--- config.mk ---
export PLATFORM = sky130hd
export DESIGN_NAME = multi_sel_sched
export DESIGN_NICKNAME = d
export VERILOG_FILES = /design/src/rtl/multi_sel_sched.sv
export SDC_FILE = /design/constraint.sdc
export NUM_CORES = 1
export LEC_CHECK = 0
export ABC_CLOCK_PERIOD_IN_PS = 4200
export CAP_MARGIN = 10
export CORE_MARGIN = 2
export CORE_UTILIZATION = 67
export CTS_BUF_LIST = sky130_fd_sc_hd__clkbuf_8
export CTS_CLUSTER_DIAMETER = 60
export DETAILED_ROUTE_END_ITERATION = 7
export DONT_BUFFER_PORTS = 1
export PLACE_DENSITY = 0.83
export REMOVE_ABC_BUFFERS = 1
export SLEW_MARGIN = 0
export SYNTH_ARGS = -nofsm -noshare
export SYNTH_HDL_FRONTEND = slang
export SYNTH_SLANG_ARGS = --single-unit
--- constraint.sdc ---
create_clock -name clk -period 4.2 [get_ports clk]
set_input_delay 0.42 -clock clk [delete_from_list [all_inputs] [get_ports clk]]
set_output_delay 0.42 -clock clk [all_outputs]
set_load 0.05 [all_outputs]
--- src/rtl/multi_sel_sched.sv ---
// multi_sel_sched: round-robin scheduler sharing one constant-scaling datapath
// (x1, x3, x7, x8) among NREQ requesters, with valid/ready on both sides.
module multi_sel_sched #(
    parameter int NREQ = 4,
    parameter int DW   = 8,
    parameter int OW   = DW + 3,
    parameter int IDW  = $clog2(NREQ)
) (
    input  logic                clk,
    input  logic                rst,
    input  logic [NREQ-1:0]     req_valid,
    input  logic [NREQ*DW-1:0]  req_data,
    output logic [NREQ-1:0]     req_ready,
    output logic                out_valid,
    input  logic                out_ready,
    output logic [OW-1:0]       out_data,
    output logic [IDW-1:0]      out_id,
    output logic [1:0]          out_phase,
    output logic                out_last,
    output logic                busy
);

    typedef enum logic {
        IDLE = 1'b0,
        RUN  = 1'b1
    } state_t;

    state_t         state;
    logic [DW-1:0]  op;
    logic [IDW-1:0] id;
    logic [1:0]     phase;
    logic [IDW-1:0] last;
    logic [OW-1:0]  prod;
    logic           last_beat;

    logic [NREQ-1:0] grant;
    logic            gnt_found;
    logic [IDW-1:0]  gnt_id;
    logic [IDW-1:0]  idx;
    logic [DW-1:0]   gnt_data;

    // Constant scaling by K = {1, 3, 7, 8} built from shifts and adds.
    function automatic logic [OW-1:0] scale(input logic [DW-1:0] v, input logic [1:0] ph);
        logic [OW-1:0] e;
        e = OW'(v);
        case (ph)
            2'd0:    scale = e;
            2'd1:    scale = e + (e << 1);
            2'd2:    scale = e + (e << 1) + (e << 2);
            default: scale = e << 3;
        endcase
    endfunction

    // Round-robin search starting just after the most recent grant; only in IDLE and out of reset.
    always_comb begin
        grant     = '0;
        gnt_found = 1'b0;
        gnt_id    = '0;
        idx       = '0;
        if (state == IDLE && rst) begin
            for (int unsigned k = 1; k <= NREQ; k++) begin
                idx = last + IDW'(k);
                if (!gnt_found && req_valid[idx]) begin
                    gnt_found  = 1'b1;
                    gnt_id     = idx;
                    grant[idx] = 1'b1;
                end
            end
        end
        gnt_data = req_data[int'(gnt_id)*DW +: DW];
    end

    assign req_ready = grant;
    assign out_valid = (state == RUN);
    assign busy      = (state != IDLE);
    assign out_data  = prod;
    assign out_id    = id;
    assign out_phase = phase;
    assign out_last  = last_beat;

    // Scheduler FSM: accept one operand, then step the four product beats under backpressure.
    always_ff @(posedge clk) begin
        if (!rst) begin
            state     <= IDLE;
            op        <= '0;
            id        <= '0;
            phase     <= '0;
            last      <= IDW'(NREQ - 1);
            prod      <= '0;
            last_beat <= 1'b0;
        end else begin
            case (state)
                IDLE: begin
                    if (gnt_found) begin
                        op        <= gnt_data;
                        id        <= gnt_id;
                        last      <= gnt_id;
                        phase     <= 2'd0;
                        prod      <= OW'(gnt_data);
                        last_beat <= 1'b0;
                        state     <= RUN;
                    end
                end
                RUN: begin
                    if (out_ready) begin
                        if (phase != 2'd3) begin
                            phase     <= phase + 2'd1;
                            prod      <= scale(op, phase + 2'd1);
                            last_beat <= (phase == 2'd2);
                        end else begin
                            last_beat <= 1'b0;
                            state     <= IDLE;
                        end
                    end
                end
                default: state <= IDLE;
            endcase
        end
    end

endmodule

**Yosys cells after proc, flatten, opt, wreduce, memory -nomap -nowiden**

Index checks and enable logic that the tools add are counted.

- $lt $le $gt $ge: 8
- Multipliers: 0
- Div/mod/pow operators: 0
- Bitwise logic cells: 4
- Shifts and indexed selects: 1
- Muxes and demuxes: 54
- $add $sub $neg: 6
- Reduce and logical (&&, ||, !) cells: 15
- Eq/ne operators: 7

Operators with widths:

| operator | count |
|---|---|
| 2-to-1 mux 11 bit | 3 |
| case mux 11 bit (3 select lines) | 1 |
| 2-to-1 mux 4 bit | 8 |
| variable part select 32 x 6 -> 8 bit | 1 |
| 2-to-1 mux 1 bit | 22 |
| case mux 11 bit (2 select lines) | 1 |
| 2-to-1 mux 2 bit | 8 |
| < comparator 2 x 3 -> 1 bit (second input constant) | 4 |
| bitwise OR 4 bit | 3 |
| adder 10 x 10 -> 11 bit | 1 |
| adder 8 x 9 -> 10 bit | 1 |
| binary-select mux 1 bit (select 2 bit) | 4 |
| demux 1 bit (select 2 bit) | 4 |
| greater-or-equal comparator 2 x 1 -> 1 bit (second input constant) | 4 |
| logical AND 1 bit | 8 |
| inequality test 2 bit (second input constant) | 3 |
| adder 2 x 1 -> 2 bit (second input constant) | 2 |
| adder 2 bit (second input constant) | 2 |
| == test 2 bit (second input constant) | 2 |
| case mux 1 bit (2 select lines) | 2 |
| case mux 2 bit (2 select lines) | 1 |
| AND reduction 2 bit | 2 |
| logical NOT 1 bit | 3 |
| AND reduction 3 bit | 1 |
| 4 further kinds | 4 |

- Memory bits (writable): 0
- ROM bits: 0
- Latch bits: 0
- Input port bits: 39
- Bits in registers: 27
- Word-level logic and storage cells: 102
- Memories kept: 0

**Depth between registers and ports, before layout**

- Depth in word-level cells: 20
- Depth in mapped cells: 15
- Mapped depth without buffers: 15

**Worst setup path before layout**

OpenSTA, ideal clock, no wires.

- Path kind: reg-to-output
- Start point: register last[0]
- End point: output req_ready[0]
- Slack: 0.846 ns
- Arrival time: 2.934 ns
- Buffers on the path: 1
- Data required time: 3.780 ns
- Stages on the path, launching flop included: 9
- Cells stage by stage: dfxtp_1 > buf_2 > inv_1 > ha_1 > mux4_2 > or2_1 > nor2_1 > a221oi_1 > nor2_1

- Word-level cells in the longest chain between the ends: 17
- Elaborated cells on any way between the ends: 54

RTL lines:

| what | RTL line | source |
|---|---|---|
| start: declaration | 32 | `logic [IDW-1:0] last;` |
| start signal: assignment | 88 | `last <= IDW'(NREQ - 1);` |
| start signal: assignment | 97 | `last <= gnt_id;` |
| branches (longest 15 deep; another with < comparator 2 x 3 -> 1 bit) | - |  |
| 2-to-1 mux 4 bit (*) | 63 | `if (!gnt_found && req_valid[idx]) begin` |
| 2-to-1 mux 4 bit (*) | 60 | `if (state == IDLE && rst) begin` |
| end: declaration | 13 | `output logic [NREQ-1:0] req_ready,` |

Mark *: on every way between the ends. The select of a mux whose other input is x is not followed.

**Worst setup path after layout**

- Start point: register last[1]
- End point: register prod[7], in the netlist out_data[7]

- Word-level cells in the longest chain between the ends: 20
- Elaborated cells on any way between the ends: 35

RTL lines:

| what | RTL line | source |
|---|---|---|
| adder 2 x 1 -> 2 bit | 62 | `idx = last + IDW'(k);` |
| binary-select mux 1 bit (select 2 bit) | 63 |  |
| 2-to-1 mux 1 bit (not written as such) | 63 |  |
| 2-to-1 mux 1 bit | 63 |  |
| 2-to-1 mux 1 bit | 60 |  |
| logical NOT 1 bit | 63 |  |
| logical AND 1 bit | 63 |  |
| 2-to-1 mux 1 bit | 63 |  |
| [... 4 more ...] | - |  |
| 2-to-1 mux 1 bit | 60 |  |
| logical NOT 1 bit | 63 |  |
| logical AND 1 bit | 63 |  |
| 2-to-1 mux 2 bit | 63 |  |
| 2-to-1 mux 2 bit | 60 |  |
| variable part select 32 x 6 -> 8 bit | 70 | `gnt_data = req_data[int'(gnt_id)*DW +: DW];` |
| 2-to-1 mux 11 bit | 94 | `if (gnt_found) begin` |
| case mux 11 bit (2 select lines) | 92 | `case (state)` |
| end signal: assignment | 99 | `prod <= OW'(gnt_data);` |
| end signal: assignment | 108 | `prod <= scale(op, phase + 2'd1);` |
| end: declaration | 33 | `logic [OW-1:0] prod;` |

Parallel ways exist; a longest one is shown, timed or not. The select of a mux whose other input is x is not followed.
A chain may end at the register's enable or synchronous reset.

==> impl_metrics.yaml <==
setup_path:
  r2r-start: "last[1]"
  cp_max_fo: 18
  cp_cell_sequence: "inv_1, ha_1, mux4_2, nor2b_1, nor2_1, o31ai_4, mux2i_1, a221oi_1, a311o_1"
  r2r_setup_slack_ns: 0.47
  reg2regPathDepth: 9
  r2r-end: "out_data[7]"
  slowest_stage: "o31ai_4"
  crit_family: "compound AO/OA/AOI/OAI gates"
  required_ns: 4.42
  path_buf_inv: 1
  cp-start-kind: "flop"
  critPathKind: "reg -> reg"
  arrival_ns: 3.96
  crit_path_max_incr_delay_ns: 0.80
  critPathCaptureType: "flop"
global_routing:
  antenna_found_initial: 0
  grt_max_degree: 25
  grt_pass1_wl_um: 9810
  grt_pass1_vias: 2099
  grt_overflow: 0
  grt_use_total_pct: 28.1
cts:
  clk_pin_slew_ns: 0.10
  ctsLongestPathBuffers: 2
  cts_buffers: 3
  cts_tree: "built"
  clock-root-buffer: "clkbuf_8"
  clk_latency_ns: 0.28
  clock-sinks: 27
  cts_resized: 0
  cts_setup_buffers: 0
  ctsHoldBuffers: 0
  htree_num_levels: 1
routing:
  wl_per_cell_um: 17.2
  drc: 0
  ant_nets: 0
  route.vias.total: 2343
  first_iter_violations: 144
  wl_um: 6080
  detail_route.first_pass.iterations: 5
  routed_via_density: 6.62
floorplanning:
  rows: 22
  start_util_pct: 70.4
  coreArea_um2: 3720
  die-width_um: 66.5
  die_y_um: 66.5
  ios: 61
  dieArea_um2: 4420
synthesis:
  synth.top_cell.area_share_pct: 20.7
  yosys.area_share.simple_pct: 14.6
  syn_area_um2: 2620
  syn_inst: 312
  synth.area.top_cells: "dfxtp_1 21%, ha_1 14%, mux2i_1 6.1%, o21ai_0 4.8%, mux4_2 4.3%"
  synth.area.mux_share_pct: 12.6
  synth_xor_area_share_pct: 3.01
  avgSynthCellArea_um2: 8.39
  synth_edf_count: 0
  synth.distinct_cells: 56
  synth_top_area_cell: "dfxtp_1"
  synth_ff_type: "dfxtp_1"
  ys_seq_elements: 27
  synth_compound_area_share_pct: 28.1
  synth_common_cells: "29 x ha_1, 27 x dfxtp_1, 27 x nor2_1"
  synth_warnings: 0
  synth.most_common_cell: "ha_1"
  synthArstFlopShare_pct: 0
  seq_area_frac_synth_pct: 20.7
  synth-adder-area-share_pct: 15.4
  synth_top_family_by_area: "compound AO/OA/AOI/OAI gates"
power_and_ir_drop:
  clkPwrFrac_pct: 12.0
  pwr-share-comb_pct: 55.3
  power_mw: 1.31
  vdd_ir_drop_max_mv: 0.307
  sw_frac_of_total_pct: 47.6
  p_per_area_nw_per_um2: 483
  p_leak_nw: 1.11
  internal_power_uw: 685
  sequentialPowerShare_pct: 32.6
  p_sw_uw: 622
timing:
  finalCritPeriodShare_pct: 88.9
  fin_crit_ns: 3.73
  hold_ws_ns: 0.264
  fin_worst_skew_ns: 0.00944
  clock.fmax_mhz: 268
  worst_pin_slew_ns: 0.992
  rsz0062_at_grt: "false"
  setup_slack_ns: 0.466
  setup_violations: 0
  hold_viol: 0
  finalMaxSlewViolations: 0
  slew-limit-headroom_pct: 33.8
placement:
  portBuffers: 0
  place_congestion: 0.902
  hpwl_um: 4770
  dp_cells: 350
  dp_slack_ns: 0.527
final_layout:
  fill_cells: 300
  n_antenna_cell: 0
  nets: 377
  layoutNonFillerInstCount: 354
  finalCoreUtilization_pct: 72.9
  drive_gt1_share_pct: 10.5
  area_growth_pct: 3.44
run_status:
  status: "finished clean"
hold_path:
  min_from: "out_ready"
  hold_depth: 1
  holdPathEnd: "busy"
  holdCritPathClass: "in -> reg"
run:
  maxCapViolCount: 0
[power by group through the flow]
stage	registers [mW]	logic (mW)	clock network [mW]
finish	0.427	0.723	0.157
global route	0.432	0.801	0.169
CTS	0.426	0.721	0.158
detailed placement	0.433	0.717	0
global placement	0.430	0.700	0
floorplan	0.429	0.567	0
[worst max-delay path by stage]
stage                  from          end  slack [ns]  cells after the start
global route        last[1]  out_data[7]        0.21                      9
finish              last[1]  out_data[7]        0.47                      9
global placement    last[1]  out_data[1]        0.66                      9
floorplan           last[0]  out_data[7]       -0.20                      9
detailed placement  last[1]  out_data[1]        0.53                      9
CTS                 last[1]  out_data[1]        0.52                      9
[sequential cells by signal, indices dropped and copies added (netlist names)]
name / cells
last: 2
out_data: 11
op: 8
busy: 1
out_last: 1
out_phase: 2
out_id: 2
[logic make-up (layout without fill, tap and decap cells)]
kind of cell    Yosys count  in the layout
xor+xnor                  9              9
compound gates          105            105
flops                    27             27
buf+inv                  34             28
mux                      26             26
simple gates             80             80
fa+ha+maj                31             31
[metrics by stage]
stage          TNS (ns)  cell area [um^2]
2_1_floorplan     -1.65              2530
3_3_place_gp          0              2660
3_5_place_dp          0              2660
4_1_cts               0              2710
5_1_grt               0              2710
6_report              0              2710
[metal layers]
| metal | GRT usage, % | part of all wire (%) |
|---|---|---|
| met1 | 35.8 | 43 |
| met5 | 0 | 0 |
| met2 | 48.1 | 48 |
| met3 | 7.60 | 7.5 |
| met4 | 4.85 | 1.3 |
[cell type report]
class	instances	area [um^2]	share of cell area [%]
clock inverters	1	7.51	0.277
multi-input cells	251	1940	71.7
repair buffers	7	52.6	1.94
inverters	17	63.8	2.36
well taps	48	60.1	2.22
flip-flops and latches	27	541	20.0
clock buffers	3	41.3	1.52
[placed cells by master (no fill, tap or decap), types with 7 or more instances in the layout]
cell,instances
ha_1,29
nor2_1,27
dfxtp_1,27
o21ai_0,25
a21oi_1,21
inv_1,17
nand2_1,17
mux2i_1,16
nand3_1,11
a221oi_1,7
buf_4,7
Power figures use the tool's default switching activity.
